## src/rtl/td4x_pkg.sv

```systemverilog
// ----------------------------------------------------------------------------
// td4x_pkg
// Shared definitions for the td4x accumulator core: opcode constants, the
// core state encoding, ALU source-select encodings and the source-select
// helper used by the decoder.
// No ports (package).
// ----------------------------------------------------------------------------
package td4x_pkg;

  // Opcodes: instruction = {op[3:0], imm[DATA_W-1:0]}
  localparam logic [3:0] OP_ADD_A  = 4'b0000;  // A <= A + imm
  localparam logic [3:0] OP_MOV_AB = 4'b0001;  // A <= B + imm
  localparam logic [3:0] OP_IN_A   = 4'b0010;  // A <= sw + imm
  localparam logic [3:0] OP_MOV_A  = 4'b0011;  // A <= imm
  localparam logic [3:0] OP_MOV_BA = 4'b0100;  // B <= A + imm
  localparam logic [3:0] OP_ADD_B  = 4'b0101;  // B <= B + imm
  localparam logic [3:0] OP_IN_B   = 4'b0110;  // B <= sw + imm
  localparam logic [3:0] OP_MOV_B  = 4'b0111;  // B <= imm
  localparam logic [3:0] OP_OUT_BI = 4'b1000;  // LED <= B + imm
  localparam logic [3:0] OP_OUT_B  = 4'b1001;  // LED <= B (+imm)
  localparam logic [3:0] OP_OUT_SW = 4'b1010;  // LED destination, source from select formula
  localparam logic [3:0] OP_OUT_I  = 4'b1011;  // LED <= imm
  localparam logic [3:0] OP_JNC_B  = 4'b1100;  // if !C: ip <= B + imm
  localparam logic [3:0] OP_HLT    = 4'b1101;  // stop until reset
  localparam logic [3:0] OP_JNC    = 4'b1110;  // if !C: ip <= imm
  localparam logic [3:0] OP_JMP    = 4'b1111;  // ip <= imm

  // ALU source select encodings
  localparam logic [1:0] SEL_A    = 2'b00;
  localparam logic [1:0] SEL_B    = 2'b01;
  localparam logic [1:0] SEL_SW   = 2'b10;
  localparam logic [1:0] SEL_ZERO = 2'b11;

  typedef enum logic [1:0] {
    ST_IDLE  = 2'b00,
    ST_FETCH = 2'b01,
    ST_EXEC  = 2'b10,
    ST_HALT  = 2'b11
  } state_e;

  // Source select is a pure function of the opcode bits: {op[1], op[0]|op[3]}.
  // The op[3] term routes every LED/jump opcode away from A, so 1010 and
  // 1011 both resolve to the zero source.
  function automatic logic [1:0] src_sel(input logic [3:0] op);
    return {op[1], (op[0] | op[3])};
  endfunction

endpackage

```

## src/rtl/td4x_if.sv

```systemverilog
// ----------------------------------------------------------------------------
// td4x_if
// Instruction-fetch handshake between the core (master) and a program memory
// (slave).
//   req   master->slave  fetch request, held until ack
//   addr  master->slave  fetch address, stable while req=1
//   ack   slave->master  data is valid this cycle
//   data  slave->master  instruction word {op[3:0], imm[DATA_W-1:0]}
// ----------------------------------------------------------------------------
interface td4x_if #(
  parameter int DATA_W = 4,
  parameter int ADDR_W = 4
);
  localparam int INSTR_W = 4 + DATA_W;

  logic               req;
  logic [ADDR_W-1:0]  addr;
  logic               ack;
  logic [INSTR_W-1:0] data;

  modport master (output req, output addr, input ack, input data);
  modport slave  (input req, input addr, output ack, output data);

endinterface

```

## src/rtl/td4x_decode.sv

```systemverilog
// ----------------------------------------------------------------------------
// td4x_decode
// Combinational opcode decoder.
//   i_op            opcode
//   o_sel           ALU source select (SEL_A/SEL_B/SEL_SW/SEL_ZERO)
//   o_dest_a/b/led  destination register strobes
//   o_jump_cond     jump when C=0
//   o_jump_always   unconditional jump
//   o_hlt           halt instruction
// ----------------------------------------------------------------------------
module td4x_decode
  import td4x_pkg::*;
(
  input  logic [3:0] i_op,
  output logic [1:0] o_sel,
  output logic       o_dest_a,
  output logic       o_dest_b,
  output logic       o_dest_led,
  output logic       o_jump_cond,
  output logic       o_jump_always,
  output logic       o_hlt
);

  // Destination / control decode; every strobe defaults low
  always_comb begin
    o_sel         = src_sel(i_op);
    o_dest_a      = 1'b0;
    o_dest_b      = 1'b0;
    o_dest_led    = 1'b0;
    o_jump_cond   = 1'b0;
    o_jump_always = 1'b0;
    o_hlt         = 1'b0;
    case (i_op)
      OP_ADD_A, OP_MOV_AB, OP_IN_A, OP_MOV_A:    o_dest_a      = 1'b1;
      OP_MOV_BA, OP_ADD_B, OP_IN_B, OP_MOV_B:    o_dest_b      = 1'b1;
      OP_OUT_BI, OP_OUT_B, OP_OUT_SW, OP_OUT_I:  o_dest_led    = 1'b1;
      OP_JNC_B, OP_JNC:                          o_jump_cond   = 1'b1;
      OP_JMP:                                    o_jump_always = 1'b1;
      OP_HLT:                                    o_hlt         = 1'b1;
      default:                                   o_hlt         = 1'b0;
    endcase
  end

endmodule

```

## src/rtl/td4x_core.sv

```systemverilog
// ----------------------------------------------------------------------------
// td4x_core
// Parametrised TD4-style accumulator core with req/ack instruction fetch.
//   i_clk        rising-edge clock
//   i_rst_n      asynchronous active-low reset
//   i_run        1 = fetch/execute continuously, 0 = stop at next boundary
//   i_sw         input switches (already synchronised by the board top)
//   o_led        output latch
//   o_led_valid  one-cycle pulse whenever o_led is written
//   o_halted     core has executed HLT
//   imem         fetch handshake (master side)
// ----------------------------------------------------------------------------
module td4x_core
  import td4x_pkg::*;
#(
  parameter int DATA_W = 4,
  parameter int ADDR_W = 4
) (
  input  logic              i_clk,
  input  logic              i_rst_n,
  input  logic              i_run,
  input  logic [DATA_W-1:0] i_sw,
  output logic [DATA_W-1:0] o_led,
  output logic              o_led_valid,
  output logic              o_halted,
  td4x_if.master            imem
);

  localparam int INSTR_W = 4 + DATA_W;

  if ((DATA_W < 4) || (DATA_W > 16) || (ADDR_W < 2) || (ADDR_W > DATA_W)) begin : g_bad_param
    $error("td4x_core: DATA_W must be 4..16 and ADDR_W must be 2..DATA_W");
  end

  state_e              r_state;
  state_e              w_next_state;
  logic                r_req;
  logic [INSTR_W-1:0]  r_instr;
  logic [DATA_W-1:0]   r_a;
  logic [DATA_W-1:0]   r_b;
  logic [DATA_W-1:0]   r_led;
  logic [ADDR_W-1:0]   r_ip;
  logic                r_c;
  logic                r_led_valid;
  logic                r_halted;

  logic [3:0]          w_op;
  logic [DATA_W-1:0]   w_imm;
  logic [1:0]          w_sel;
  logic                w_dest_a;
  logic                w_dest_b;
  logic                w_dest_led;
  logic                w_jump_cond;
  logic                w_jump_always;
  logic                w_hlt;
  logic [DATA_W-1:0]   w_src;
  logic [DATA_W:0]     w_sum;
  logic                w_take_jump;
  logic [ADDR_W-1:0]   w_next_ip;

  assign w_op  = r_instr[INSTR_W-1 -: 4];
  assign w_imm = r_instr[DATA_W-1:0];

  td4x_decode u_decode (
    .i_op          (w_op),
    .o_sel         (w_sel),
    .o_dest_a      (w_dest_a),
    .o_dest_b      (w_dest_b),
    .o_dest_led    (w_dest_led),
    .o_jump_cond   (w_jump_cond),
    .o_jump_always (w_jump_always),
    .o_hlt         (w_hlt)
  );

  // ALU source mux, DATA_W+1 bit add and next-ip selection
  always_comb begin
    w_src = {DATA_W{1'b0}};
    case (w_sel)
      SEL_A:    w_src = r_a;
      SEL_B:    w_src = r_b;
      SEL_SW:   w_src = i_sw;
      default:  w_src = {DATA_W{1'b0}};
    endcase
    w_sum = {1'b0, w_src} + {1'b0, w_imm};
    // jnc looks at the carry left by the previous instruction
    w_take_jump = w_jump_always | (w_jump_cond & ~r_c);
    if (w_take_jump) begin
      w_next_ip = w_sum[ADDR_W-1:0];
    end else begin
      w_next_ip = r_ip + {{(ADDR_W-1){1'b0}}, 1'b1};
    end
  end

  // Next-state logic
  always_comb begin
    w_next_state = r_state;
    case (r_state)
      ST_IDLE: begin
        if (i_run) w_next_state = ST_FETCH;
        else       w_next_state = ST_IDLE;
      end
      ST_FETCH: begin
        if (imem.ack) w_next_state = ST_EXEC;
        else          w_next_state = ST_FETCH;
      end
      ST_EXEC: begin
        if (w_hlt)      w_next_state = ST_HALT;
        else if (i_run) w_next_state = ST_FETCH;
        else            w_next_state = ST_IDLE;
      end
      ST_HALT:  w_next_state = ST_HALT;
      default:  w_next_state = ST_IDLE;
    endcase
  end

  // State register; req is registered from the next state so it drops on the ack edge
  always_ff @(posedge i_clk or negedge i_rst_n) begin
    if (!i_rst_n) begin
      r_state <= ST_IDLE;
      r_req   <= 1'b0;
    end else begin
      r_state <= w_next_state;
      r_req   <= (w_next_state == ST_FETCH);
    end
  end

  // Instruction latch; data is only looked at while fetching
  always_ff @(posedge i_clk or negedge i_rst_n) begin
    if (!i_rst_n) begin
      r_instr <= {INSTR_W{1'b0}};
    end else if ((r_state == ST_FETCH) && imem.ack) begin
      r_instr <= imem.data;
    end
  end

  // Architectural state commit in EXEC
  always_ff @(posedge i_clk or negedge i_rst_n) begin
    if (!i_rst_n) begin
      r_a   <= {DATA_W{1'b0}};
      r_b   <= {DATA_W{1'b0}};
      r_led <= {DATA_W{1'b0}};
      r_ip  <= {ADDR_W{1'b0}};
      r_c   <= 1'b0;
    end else if (r_state == ST_EXEC) begin
      r_ip <= w_next_ip;
      if (!w_hlt)     r_c   <= w_sum[DATA_W];
      if (w_dest_a)   r_a   <= w_sum[DATA_W-1:0];
      if (w_dest_b)   r_b   <= w_sum[DATA_W-1:0];
      if (w_dest_led) r_led <= w_sum[DATA_W-1:0];
    end
  end

  // LED write strobe and sticky halt flag
  always_ff @(posedge i_clk or negedge i_rst_n) begin
    if (!i_rst_n) begin
      r_led_valid <= 1'b0;
      r_halted    <= 1'b0;
    end else begin
      r_led_valid <= (r_state == ST_EXEC) && w_dest_led;
      if ((r_state == ST_EXEC) && w_hlt) r_halted <= 1'b1;
    end
  end

  assign imem.req    = r_req;
  assign imem.addr   = r_ip;
  assign o_led       = r_led;
  assign o_led_valid = r_led_valid;
  assign o_halted    = r_halted;

endmodule

```

## src/flat_wrapper.sv

```systemverilog
// flat-port wrapper written by rule: the top's interface ports become plain ports
module td4x_core_flat import td4x_pkg::*;
#(
  parameter int DATA_W = 4,
  parameter int ADDR_W = 4
)
  (i_clk, i_rst_n, i_run, i_sw, o_led, o_led_valid, o_halted, imem_req, imem_addr, imem_ack, imem_data);
  td4x_if #(.DATA_W(DATA_W), .ADDR_W(ADDR_W)) imem_i ();
  input  logic i_clk;
  input  logic i_rst_n;
  input  logic i_run;
  input  logic [DATA_W-1:0] i_sw;
  output logic [DATA_W-1:0] o_led;
  output logic o_led_valid;
  output logic o_halted;
  output wire logic [$bits(imem_i.req)-1:0] imem_req;
  output wire logic [$bits(imem_i.addr)-1:0] imem_addr;
  input wire logic [$bits(imem_i.ack)-1:0] imem_ack;
  input wire logic [$bits(imem_i.data)-1:0] imem_data;
  assign imem_req = imem_i.req;
  assign imem_addr = imem_i.addr;
  assign imem_i.ack = imem_ack;
  assign imem_i.data = imem_data;
  td4x_core #(.DATA_W(DATA_W), .ADDR_W(ADDR_W)) u_core (.i_clk(i_clk), .i_rst_n(i_rst_n), .i_run(i_run), .i_sw(i_sw), .o_led(o_led), .o_led_valid(o_led_valid), .o_halted(o_halted), .imem(imem_i));
endmodule
```

## config.mk

```make
export PLATFORM = sky130hd
export DESIGN_NAME = td4x_core_flat
export DESIGN_NICKNAME = d
export VERILOG_FILES = /design/src/rtl/td4x_pkg.sv /design/src/rtl/td4x_if.sv /design/src/rtl/td4x_decode.sv /design/src/rtl/td4x_core.sv /design/src/flat_wrapper.sv
export SDC_FILE = /design/constraint.sdc
export NUM_CORES = 1
export LEC_CHECK = 0
export BUFFER_PORTS_ARGS = -buffer_cell sky130_fd_sc_hd__buf_2
export CELL_PAD_IN_SITES_DETAIL_PLACEMENT = 0
export CELL_PAD_IN_SITES_GLOBAL_PLACEMENT = 1
export CORE_MARGIN = 1.5
export CORE_UTILIZATION = 43
export CTS_CLUSTER_SIZE = 28
export DETAILED_ROUTE_END_ITERATION = 6
export PLACE_DENSITY = 0.77
export SYNTH_ARGS = -nofsm -noshare
export SYNTH_HDL_FRONTEND = slang
export SYNTH_HIERARCHICAL = 1
export SYNTH_SLANG_ARGS = --single-unit
```

## constraint.sdc

```tcl
create_clock -name i_clk -period 2.65 [get_ports i_clk]
set_input_delay 0.1325 -clock i_clk [delete_from_list [all_inputs] [get_ports i_clk]]
set_output_delay 0.1325 -clock i_clk [all_outputs]
set_load 0.005 [all_outputs]
```

==> metrics.md, run 1 <==
| Metric | Value |
|---|---|
| Post-Syn Area per Cell | ~11 sq um |
| HPWL Detailed | between 2000 and 2500 microns |
| Total Power | approximately 2.4 mW |
| Setup slack, reg-to-reg | around 0.19 ns |
| Most common cell in the netlist | dfrtp_1 |
| H-tree levels | 2 |
| Vias in the first global route | approximately 1.1k |
| Slowest stage cell, crit path | dfrtp_1 |
| Final Worst Setup Slack | roughly 0.19 ns |
| Worst skew pair latency | 0.32 ns |
| Placed Area | 1690 sq um |
| Top delay family on crit path | compound AO/OA/AOI/OAI gates |
| Area of the die | 3870 sq um |
| Max-cap violations | 0 |
| Reg2Reg Depth | 10 |
| Worst-path clk slew | ~0.080 ns |
| DIE WIDTH | between 60 and 70 microns |
| Post-synth EDFFs | 0 |
| FP Rows | 21 |
| Final setup vio count | 0 |
| DRT iter0 DRCs | 27 |
| Net Count, Synth | between 150 and 200 |
| Setup crit end kind | flop |
| Overall Global Routing Usage | 0.167 |
| Ant diodes | 0 |
| Unique masters post-synth | 35 |
| PortBufs | 26 |
| Critical path depth | 10 |
| Core ar. | 3360 sq um |
| Worst setup path endpoint | u_core/imem.addr[3] |
| Unrepaired setup endpoints after global routing | false |
| Final ANT Viol Nets | 0 |
| Post-synth top cells | dfrtp_1 (30), nand2_1 (16), o21ai_1 (16) |
| CP cell instances | or2_4 -> mux2i_1 -> nor2_1 -> a21oi_1 -> inv_1 -> ha_1 -> a21o_1 -> a21oi_1 -> xor2_2 -> o31ai_1 |
| Syn Inst Count | approximately 140 |
| PwrDens | 1350 nW/um^2 |
| FF-to-FF Start | u_core/r_instr[7] |
| Starting Density | 0.449 |
| First-pass GRT wire length | roughly 5000 microns |
| Final Hold Vio Count | 0 |
| Worst path required time | about 2.9 ns |
| Die Ht | 62.2 microns |
| Total negative setup slack | 0 ns |
| Dominant cells by area after synthesis | dfrtp_1 (50%), mux2_4 (8.0%), o21ai_1 (5.3%), ha_1 (4.1%), nand2_1 (4.0%) |
| WP buf/inv | 1 |
| Inst Count DP | between 200 and 250 |
| IO Count | 27 |
| Sequential cell area | about 750 sq um |
| Post-route cell area | roughly 1800 sq um |
| Drt drc | 0 |
| CP Launch Point | u_core/r_instr[7] |
| First-pass DRT Iterations | 4 |
| Root buffer cell | clkbuf_4 |
| Post-Route WL | ~2900 microns |
| Hold Path Class | primary input to flop |
| Final worst-path cycle share | 0.929 |
| Dominant cell type by area after synthesis | dfrtp_1 |
| Cell occurring most often along the worst timing path | a21oi_1 |
| Register area share after synthesis | 0.498 |
| Worst slew pin tran | 0.651 ns |
| Largest net degree at the start of global routing | 31 |
| Vias | roughly 1.1k |
| Post-layout util | 0.522 |
| Nets | ~190 |
| Clk sink count | 30 |
| CTS max path bufs | 2 |
| Post-CTS setup buffers | 0 |
| Final Max Slew Viols | 0 |
| CP Class | flop to flop |
| Layout Skew | roughly 0.0024 ns |
| Pre-CTS setup slack | between 0.05 and 0.06 ns |
| Initial antenna violation count | 0 |
| Peak VDD IR | around 540 uV |
| #FFs+latches synth | 30 |
| Synth Flop Type | dfrtp_1 |
| CP max FO | 8 |
| Status | completed |
| Aggregate global routing overflow | 0 |
| CTS buffer count | 5 |
| Fillers | between 300 and 400 |
| Slowest Stage Delay on Critical Path | 0.45 ns |
| Synth Cell Area | around 1500 sq um |
| CTS tree | done |
| Async SR Flop Fraction | 1.00 |
| Max_slew headroom | 0.566 |
| RR Endpoint | u_core/imem.addr[3] |
| FMAX | 406 MHz |
| Min Tclk post-route | ~2.5 ns |
| Synth top area share | 0.498 |
| Crit path launch type | flop |
| Avg WL per Cell | around 13 microns |
| Leakage power | around 0.9 nW |
| Crit path DAT | approximately 2.7 ns |
| Multi-input gate area | around 720 sq um |
| Yosys warning count | 6 |
| Final GP Congestion | between 0.7 and 0.8 |
| Final std cells w/o fill | between 200 and 250 |
| Share of cells above drive strength 1 | 0.298 |
| Hold WS | between 0.03 and 0.04 ns |
| Via density | 4.99 |
| Synth-to-Final Area Change | 16.4% |
cells in the final DEF, fill, tap and decap left out, drive strengths merged:
| master | instances |
|---|---|
| and3b | 1 |
| o31ai | 1 |
| or2 | 3 |
| o32a | 1 |
| clkbuf | 7 |
| nand3 | 2 |
| dlygate4sd3 | 1 |
| ha | 5 |
| mux2i | 4 |
| o22ai | 1 |
| o311ai | 1 |
| nor2b | 6 |
| o21a | 1 |
| nor2 | 7 |
| a21o | 3 |
| mux2 | 11 |
| xor2 | 2 |
| dfrtp | 30 |
| fa | 1 |
| and4b | 1 |
| nand2b | 1 |
| a311oi | 1 |
| a21oi | 5 |
| inv | 6 |
| and4 | 1 |
| and3 | 1 |
| nor4 | 1 |
| o21ai | 17 |
| buf | 29 |
| nand2 | 20 |
metal layers:
layer	up-vias	wire, microns	track usage
met1	513	1340	0.214
met4	0	38	0.0583
met3	4	132	0.0616
met5	-	0	0
met2	23	1400	0.264
li1	543	-	-
worst register-to-register path, cell delays in order (launching register included):
cell and delay (ns):
dfrtp_1 0.45, or2_4 0.30, mux2i_1 0.20, nor2_1 0.06, a21oi_1 0.25, inv_1 0.08
ha_1 0.27, a21o_1 0.17, a21oi_1 0.22, xor2_2 0.24, o31ai_1 0.10
final cells by class:
class | count | area share
Sequential cell | 30 | 0.427
Multi-Input combinational cell | 98 | 0.409
Timing Repair Buffer | 30 | 0.0926
Inverter | 6 | 0.0128
Clock buffer | 7 | 0.0256
Tap cell | 46 | 0.0328
flip-flops by register name, summed over array words and instances, names as in the netlist:
signal,cells
u_core/o_led_valid,1
u_core/imem.req,1
u_core/o_halted,1
u_core/r_c,1
u_core/o_led,4
u_core/r_a,4
u_core/r_state,2
u_core/r_b,4
u_core/r_instr,8
u_core/imem.addr,4
worst min path at each step:
stage	startpoint	endpoint	slack (ns)	cells past startpoint
floorplan	i_rst_n	u_core/imem.addr[0]	-0.16	0
CTS	imem_data[2]	u_core/r_instr[2]	0.02	2
global placement	i_rst_n	u_core/o_led[0]	0.19	1
global route	imem_data[6]	u_core/r_instr[6]	0.01	2
detailed placement	i_rst_n	u_core/o_led_valid	0.20	1
finish	imem_data[2]	u_core/r_instr[2]	0.03	2
power by group:
part           internal (mW)  switching, mW  total (mW)
registers              0.675          0.176       0.851
clock network         0.0997          0.142       0.242
logic                  0.622          0.649        1.27
cells by family (layout without fill, tap and decap cells):
| family | Yosys count | after routing | share of synthesized area |
|---|---|---|---|
| AOI/OAI and AO/OA | 31 | 31 | 0.120 |
| xor gates and xnor gates | 2 | 2 | 0.0116 |
| adders and majority gates | 6 | 6 | 0.0547 |
| buffers and inverters | 10 | 43 | 0.0348 |
| DFF | 30 | 30 | 0.498 |
| muxes | 15 | 15 | 0.129 |
| and+or+nand+nor | 44 | 44 | 0.153 |
repair_timing:
action	4_1_cts	5_1_grt
hold endpoints to repair	30	0
resized for setup	0	3
hold buffers	1	0
setup endpoints to repair	0	8
No activity file was read; power rests on OpenSTA's default activity.
==> inputs of run 2 (changes only) <==
Settings changed: RECOVER_POWER from default to 100.
==> metrics.md, run 2 (synthesized netlist as in run 1, its figures left out) <==
| Metric | Value |
|---|---|
| RR Endpoint | u_core/imem.addr[3] |
| Total negative setup slack | 0 ns (unchanged) |
| PortBufs | 26 (unchanged) |
| DIE WIDTH | 62.2 microns (unchanged) |
| Fillers | 368 (+3.4%) |
| PwrDens | 1300 nW/um^2 (-3.3%) |
| Setup slack, reg-to-reg | 0.19 ns (about the same) |
| Via density | 5.01 (+0.46%) |
| Post-Route WL | 2920 microns (+0.48%) |
| Commonest non-fill, non-tap cell in the layout | dfrtp_1 |
| H-tree levels | 2 (unchanged) |
| CP max FO | 8 (unchanged) |
| Synth-to-Final Area Change | 13.7% |
| Hold WS | 0.0199 ns (-0.0133 ns) |
| Min-delay src | imem_data[4] |
| Post-CTS setup buffers | 0 (unchanged) |
| FP Rows | 21 (unchanged) |
| Min Tclk post-route | 2.46 ns (-0.00700 ns) |
| Worst slew pin tran | 1.56 ns (+0.912 ns) |
| Register with the most flip-flops | u_core/r_instr |
| Leakage power | 0.844 nW (-6.1%) |
| Drt drc | 0 (unchanged) |
| Worst hold path depth | 2 (unchanged) |
| Max-cap violations | 1 (+1) |
| CTS tree | done |
| Setup crit end kind | flop |
| Final worst-path cycle share | 0.926 (-0.00264) |
| Layout Skew | 0.00251 ns (+0.000155 ns) |
| Final GP Congestion | 0.793 (unchanged) |
| Root buffer cell | clkbuf_4 |
| DRT iter0 DRCs | 26 (-3.7%) |
| HPWL Detailed | 2220 microns (unchanged) |
| FMAX | 407 MHz (+0.29%) |
| Final Max Slew Viols | 31 (+31) |
| CTS buffer count | 5 (unchanged) |
| Vias in the first global route | 1055 (unchanged) |
| Overall Global Routing Usage | 0.167 (unchanged) |
| Sequential cell area | 751 sq um (unchanged) |
| Area of the die | 3870 sq um (unchanged) |
| Die Ht | 62.2 microns (unchanged) |
| Core ar. | 3360 sq um (unchanged) |
| Placed Area | 1690 sq um (unchanged) |
| Final Hold Vio Count | 0 (unchanged) |
| Worst path required time | 2.86 ns (about the same) |
| CP Class | flop to flop |
| Starting Density | 0.449 (unchanged) |
| Status | finished, violations left |
| Initial antenna violation count | 0 (unchanged) |
| Worst skew pair latency | 0.33 ns (about the same) |
| Max_slew headroom | -0.0417 (-0.608) |
| IO Count | 27 (unchanged) |
| Worst-path clk slew | 0.08 ns (about the same) |
| Avg WL per Cell | 13.5 microns (+0.48%) |
| Crit path launch type | flop |
| Crit path DAT | 2.66 ns (about the same) |
| Share of cells above drive strength 1 | 0.222 (-0.0760) |
| WHS Endpoint | u_core/r_instr[4] |
| Largest net degree at the start of global routing | 31 (unchanged) |
| Hold Path Class | primary input to flop |
| Reg2Reg Depth | 10 (unchanged) |
| CTS max path bufs | 2 (unchanged) |
| Violations in the final reports | capacitance limit, slew limit |
| Vias | 1088 (+0.46%) |
| Max FFs per register | 8 (unchanged) |
| FF-to-FF Start | u_core/r_instr[7] |
| Aggregate global routing overflow | 0 (unchanged) |
| Peak VDD IR | 541 uV (-0.61%) |
| Unrepaired setup endpoints after global routing | false |
| First-pass DRT Iterations | 4 (unchanged) |
| Final ANT Viol Nets | 0 (unchanged) |
| Clk sink count | 30 (unchanged) |
| Final setup vio count | 0 (unchanged) |
| Ant diodes | 0 (unchanged) |
| Multi-input gate area | 692 sq um (-3.7%) |
| Post-route cell area | 1720 sq um (-2.3%) |
| First-pass GRT wire length | 4910 microns (unchanged) |
| Nets | 193 (unchanged) |
| Commonest cells after routing, fill and taps aside | dfrtp_1 (30), buf_2 (23), nand2_1 (16) |
## run 2: cell count changes in the layout (fill, tap and decap cells not counted), sizes merged
cell / previous run / this run
buf: 29 / 23
clkbuf: 7 / 13
## run 2: worst max-delay path by stage
stage                            from                   to  slack [ns]  cells after the start
finish              u_core/r_instr[7]  u_core/imem.addr[3]        0.19                     10
global route        u_core/r_instr[7]        u_core/r_a[3]        0.02                     10
CTS                 u_core/r_instr[7]  u_core/imem.addr[3]        0.06                     10
detailed placement  u_core/r_instr[7]  u_core/imem.addr[3]        0.05                     10
global placement    u_core/r_instr[7]  u_core/imem.addr[2]        0.22                     11
floorplan           u_core/r_instr[7]  u_core/imem.addr[2]        0.33                     12
## run 2: routing by layer
layer  vias up  track usage  wire (microns)
met5         -            0               0
met4         0       0.0583              34
met3         4       0.0616             129
met2        23        0.264            1380
met1       518        0.214            1380
li1        543            -               -
## run 2: critical path, cell delays in order, from the launching register on
cell and delay, ns:
dfrtp_1 0.44, or2_4 0.30, mux2i_1 0.20, nor2_1 0.06, a21oi_1 0.25, inv_1 0.08, ha_1 0.27, a21o_1 0.17
a21oi_1 0.22, xor2_2 0.23, o31ai_1 0.10
## run 2: repair_timing
action                     in CTS  in global routing
hold endpoints to repair       30                  0
gates resized for setup         0                  3
setup endpoints to repair       0                  8
hold buffers                    1                  0
## run 2: where the power goes
part | internal (mW) | switching, mW
registers | 0.674 | 0.173
logic | 0.504 | 0.636
clock network | 0.0998 | 0.144
total | 1.28 | 0.953
## run 2: area by class of cell
| cell class | instances | share of cell area |
|---|---|---|
| timing repair buffer | 30 | 0.0861 |
| multi-input combinational | 98 | 0.403 |
| clock buffer | 7 | 0.0263 |
| inverter | 6 | 0.0131 |
| tap | 46 | 0.0336 |
| sequential | 30 | 0.438 |
## run 2: through the flow
stage,total power [mW],setup slack [ns],utilization,instances
detailed placement,2.11,0.0507,0.502,209
CTS,2.36,0.0585,0.519,217
global route,2.45,0.0213,0.510,217
floorplan,1.69,0.330,-,138
global placement,2.06,0.216,0.502,209
finish,2.23,0.195,0.510,217
==> inputs of run 3 (changes only) <==
Settings changed: REMOVE_ABC_BUFFERS from default to 1.
==> metrics.md, run 3 (synthesized netlist as in run 1, its figures left out) <==
| Metric | Value |
|---|---|
| Worst-path clk slew | 0.09 ns (about the same) |
| Die Ht | 62.2 microns (unchanged) |
| Max_slew headroom | -0.0418 (-0.000127) |
| PortBufs | 26 (unchanged) |
| Final GP Congestion | 0.802 (+1.2%) |
| First-pass DRT Iterations | 3 (-1) |
| Starting Density | 0.449 (unchanged) |
| Total negative setup slack | 0 ns (unchanged) |
| Share of cells above drive strength 1 | 0.215 (-0.00711) |
| DRT iter0 DRCs | 30 (+15%) |
| Total Power | 2.26 mW (+1.2%) |
| Initial antenna violation count | 0 (unchanged) |
| Setup crit end kind | flop |
| Synth-to-Final Area Change | 14.2% |
| FF-to-FF Start | u_core/r_instr[7] |
| Worst skew pair latency | 0.32 ns (about the same) |
| Status | finished, violations left |
| Worst slew pin tran | 1.56 ns (+0.000190 ns) |
| Post-layout util | 0.512 (+0.00223) |
| H-tree levels | 2 (unchanged) |
| Largest net degree at the start of global routing | 31 (unchanged) |
| Core ar. | 3360 sq um (unchanged) |
| IO Count | 27 (unchanged) |
| Final Worst Setup Slack | 0.203 ns (+0.00808 ns) |
| Fillers | 361 (-1.9%) |
| Avg WL per Cell | 12.9 microns (-4.0%) |
| Area of the die | 3870 sq um (unchanged) |
| Root buffer cell | clkbuf_4 |
| Clk sink count | 30 (unchanged) |
| PwrDens | 1310 nW/um^2 (+0.75%) |
| Reg2Reg Depth | 10 (unchanged) |
| First-pass GRT wire length | 4980 microns (+1.4%) |
| Worst path required time | 2.85 ns (about the same) |
| Ant diodes | 0 (unchanged) |
| Commonest cells after routing, fill and taps aside | dfrtp_1 (30), buf_2 (20), nand2_1 (17) |
| CP Class | flop to flop |
| FP Rows | 21 (unchanged) |
| Worst hold path depth | 2 (unchanged) |
| CP max FO | 8 (unchanged) |
| Register with the most flip-flops | u_core/r_instr |
| Aggregate global routing overflow | 0 (unchanged) |
| Vias in the first global route | 1096 (+3.9%) |
| RR Endpoint | u_core/r_b[3] |
| Overall Global Routing Usage | 0.169 (+0.00143) |
| Final setup vio count | 0 (unchanged) |
| Peak VDD IR | 709 uV (+31%) |
| CTS max path bufs | 2 (unchanged) |
| HPWL Detailed | 2190 microns (-1.4%) |
| Setup slack, reg-to-reg | 0.20 ns (about the same) |
| Final worst-path cycle share | 0.923 (-0.00305) |
| CTS buffer count | 5 (unchanged) |
| Violations in the final reports | capacitance limit, slew limit |
| Vias | 1075 (-1.2%) |
| WHS Endpoint | u_core/r_instr[7] |
| Min Tclk post-route | 2.45 ns (-0.00808 ns) |
| FMAX | 409 MHz (+0.33%) |
| Crit path launch type | flop |
| Nets | 193 (unchanged) |
| Hold Path Class | primary input to flop |
| Via density | 4.93 (-1.6%) |
| Max FFs per register | 8 (unchanged) |
| Leakage power | 0.836 nW (-0.89%) |
| Post-Route WL | 2820 microns (-3.6%) |
| Drt drc | 0 (unchanged) |
| Min-delay src | imem_data[7] |
| Max-cap violations | 1 (unchanged) |
| Final ANT Viol Nets | 0 (unchanged) |
| Final Hold Vio Count | 0 (unchanged) |
| Crit path DAT | 2.64 ns (-0.02 ns) |
| DIE WIDTH | 62.2 microns (unchanged) |
| Commonest non-fill, non-tap cell in the layout | dfrtp_1 |
| Pre-CTS setup slack | 0.110 ns (+0.0594 ns) |
| CTS tree | done |
| Layout Skew | 0.00720 ns (+0.00468 ns) |
| Unrepaired setup endpoints after global routing | false |
| Final Max Slew Viols | 31 (unchanged) |
-- run 3: cell types whose count changed in the layout (fill, tap and decap cells not counted) --
cell,delta
buf_2,-3
buf_1,+1
buf_4,+1
clkbuf_8,+1
clkinv_2,+1
nand2_1,+1
nand2_4,-1
o21ai_0,+1
o21ai_1,-1
-- run 3: worst max-delay path: stages (launching register included) --
cell and delay [ns]:
dfrtp_1 0.45, or2_4 0.30, mux2i_1 0.18, nor2_1 0.06, a21oi_1 0.22, inv_1 0.09, ha_1 0.29, a21o_1 0.18
a21oi_1 0.21, xor2_2 0.23, o21ai_0 0.12
-- run 3: worst max-delay path by stage --
| stage | depth (start not counted) | start | to | slack, ns |
|---|---|---|---|---|
| global placement | 11 | u_core/r_instr[7] | u_core/imem.addr[2] | 0.21 |
| global route | 10 | u_core/r_instr[7] | u_core/r_b[3] | 0.03 |
| finish | 10 | u_core/r_instr[7] | u_core/r_b[3] | 0.20 |
| detailed placement | 10 | u_core/r_instr[7] | u_core/imem.addr[3] | 0.11 |
| floorplan | 11 | u_core/r_instr[7] | u_core/imem.addr[2] | 0.38 |
| CTS | 10 | u_core/r_instr[7] | u_core/imem.addr[3] | 0.09 |
-- run 3: what timing repair did --
action	CTS	global route
hold endpoints to repair	30	0
gates resized for setup	0	3
hold buffers	1	0
setup endpoints to repair	0	8
setup buffers	0	0
-- run 3: area by class of cell --
| type | count | area (sq um) | area share |
|---|---|---|---|
| Sequential cell | 30 | 751 | 0.436 |
| Multi-Input combinational cell | 98 | 684 | 0.397 |
| Timing Repair Buffer | 30 | 148 | 0.0857 |
| Tap cell | 46 | 57.6 | 0.0334 |
| Clock buffer | 7 | 55.1 | 0.0320 |
| Inverter | 6 | 22.5 | 0.0131 |
| Clock inverter | 1 | 5.00 | 0.00290 |
-- run 3: metrics by stage --
| step | cells | instance area (sq um) | hold WS [ns] |
|---|---|---|---|
| after detailed placement | 209 | 1690 | 0.203 |
| after CTS | 218 | 1760 | 0.0198 |
| after global placement | 209 | 1690 | 0.196 |
| after floorplan | 134 | 1480 | -0.163 |
| after global routing | 218 | 1720 | -0.00872 |
| final | 218 | 1720 | 0.0199 |
-- run 3: per-layer routing --
metal | vias to the layer above | wire length, microns | track usage
li1 | 543 | - | -
met1 | 505 | 1280 | 0.212
met2 | 21 | 1370 | 0.274
met3 | 6 | 127 | 0.0562
met4 | 0 | 40 | 0.0583
met5 | - | 0 | 0
-- run 3: report_power, final --
group	switching, mW	leakage, nW	internal [mW]
clock	0.147	0.0353	0.128
combinational	0.630	0.447	0.507
sequential	0.172	0.354	0.674
total	0.949	0.836	1.31
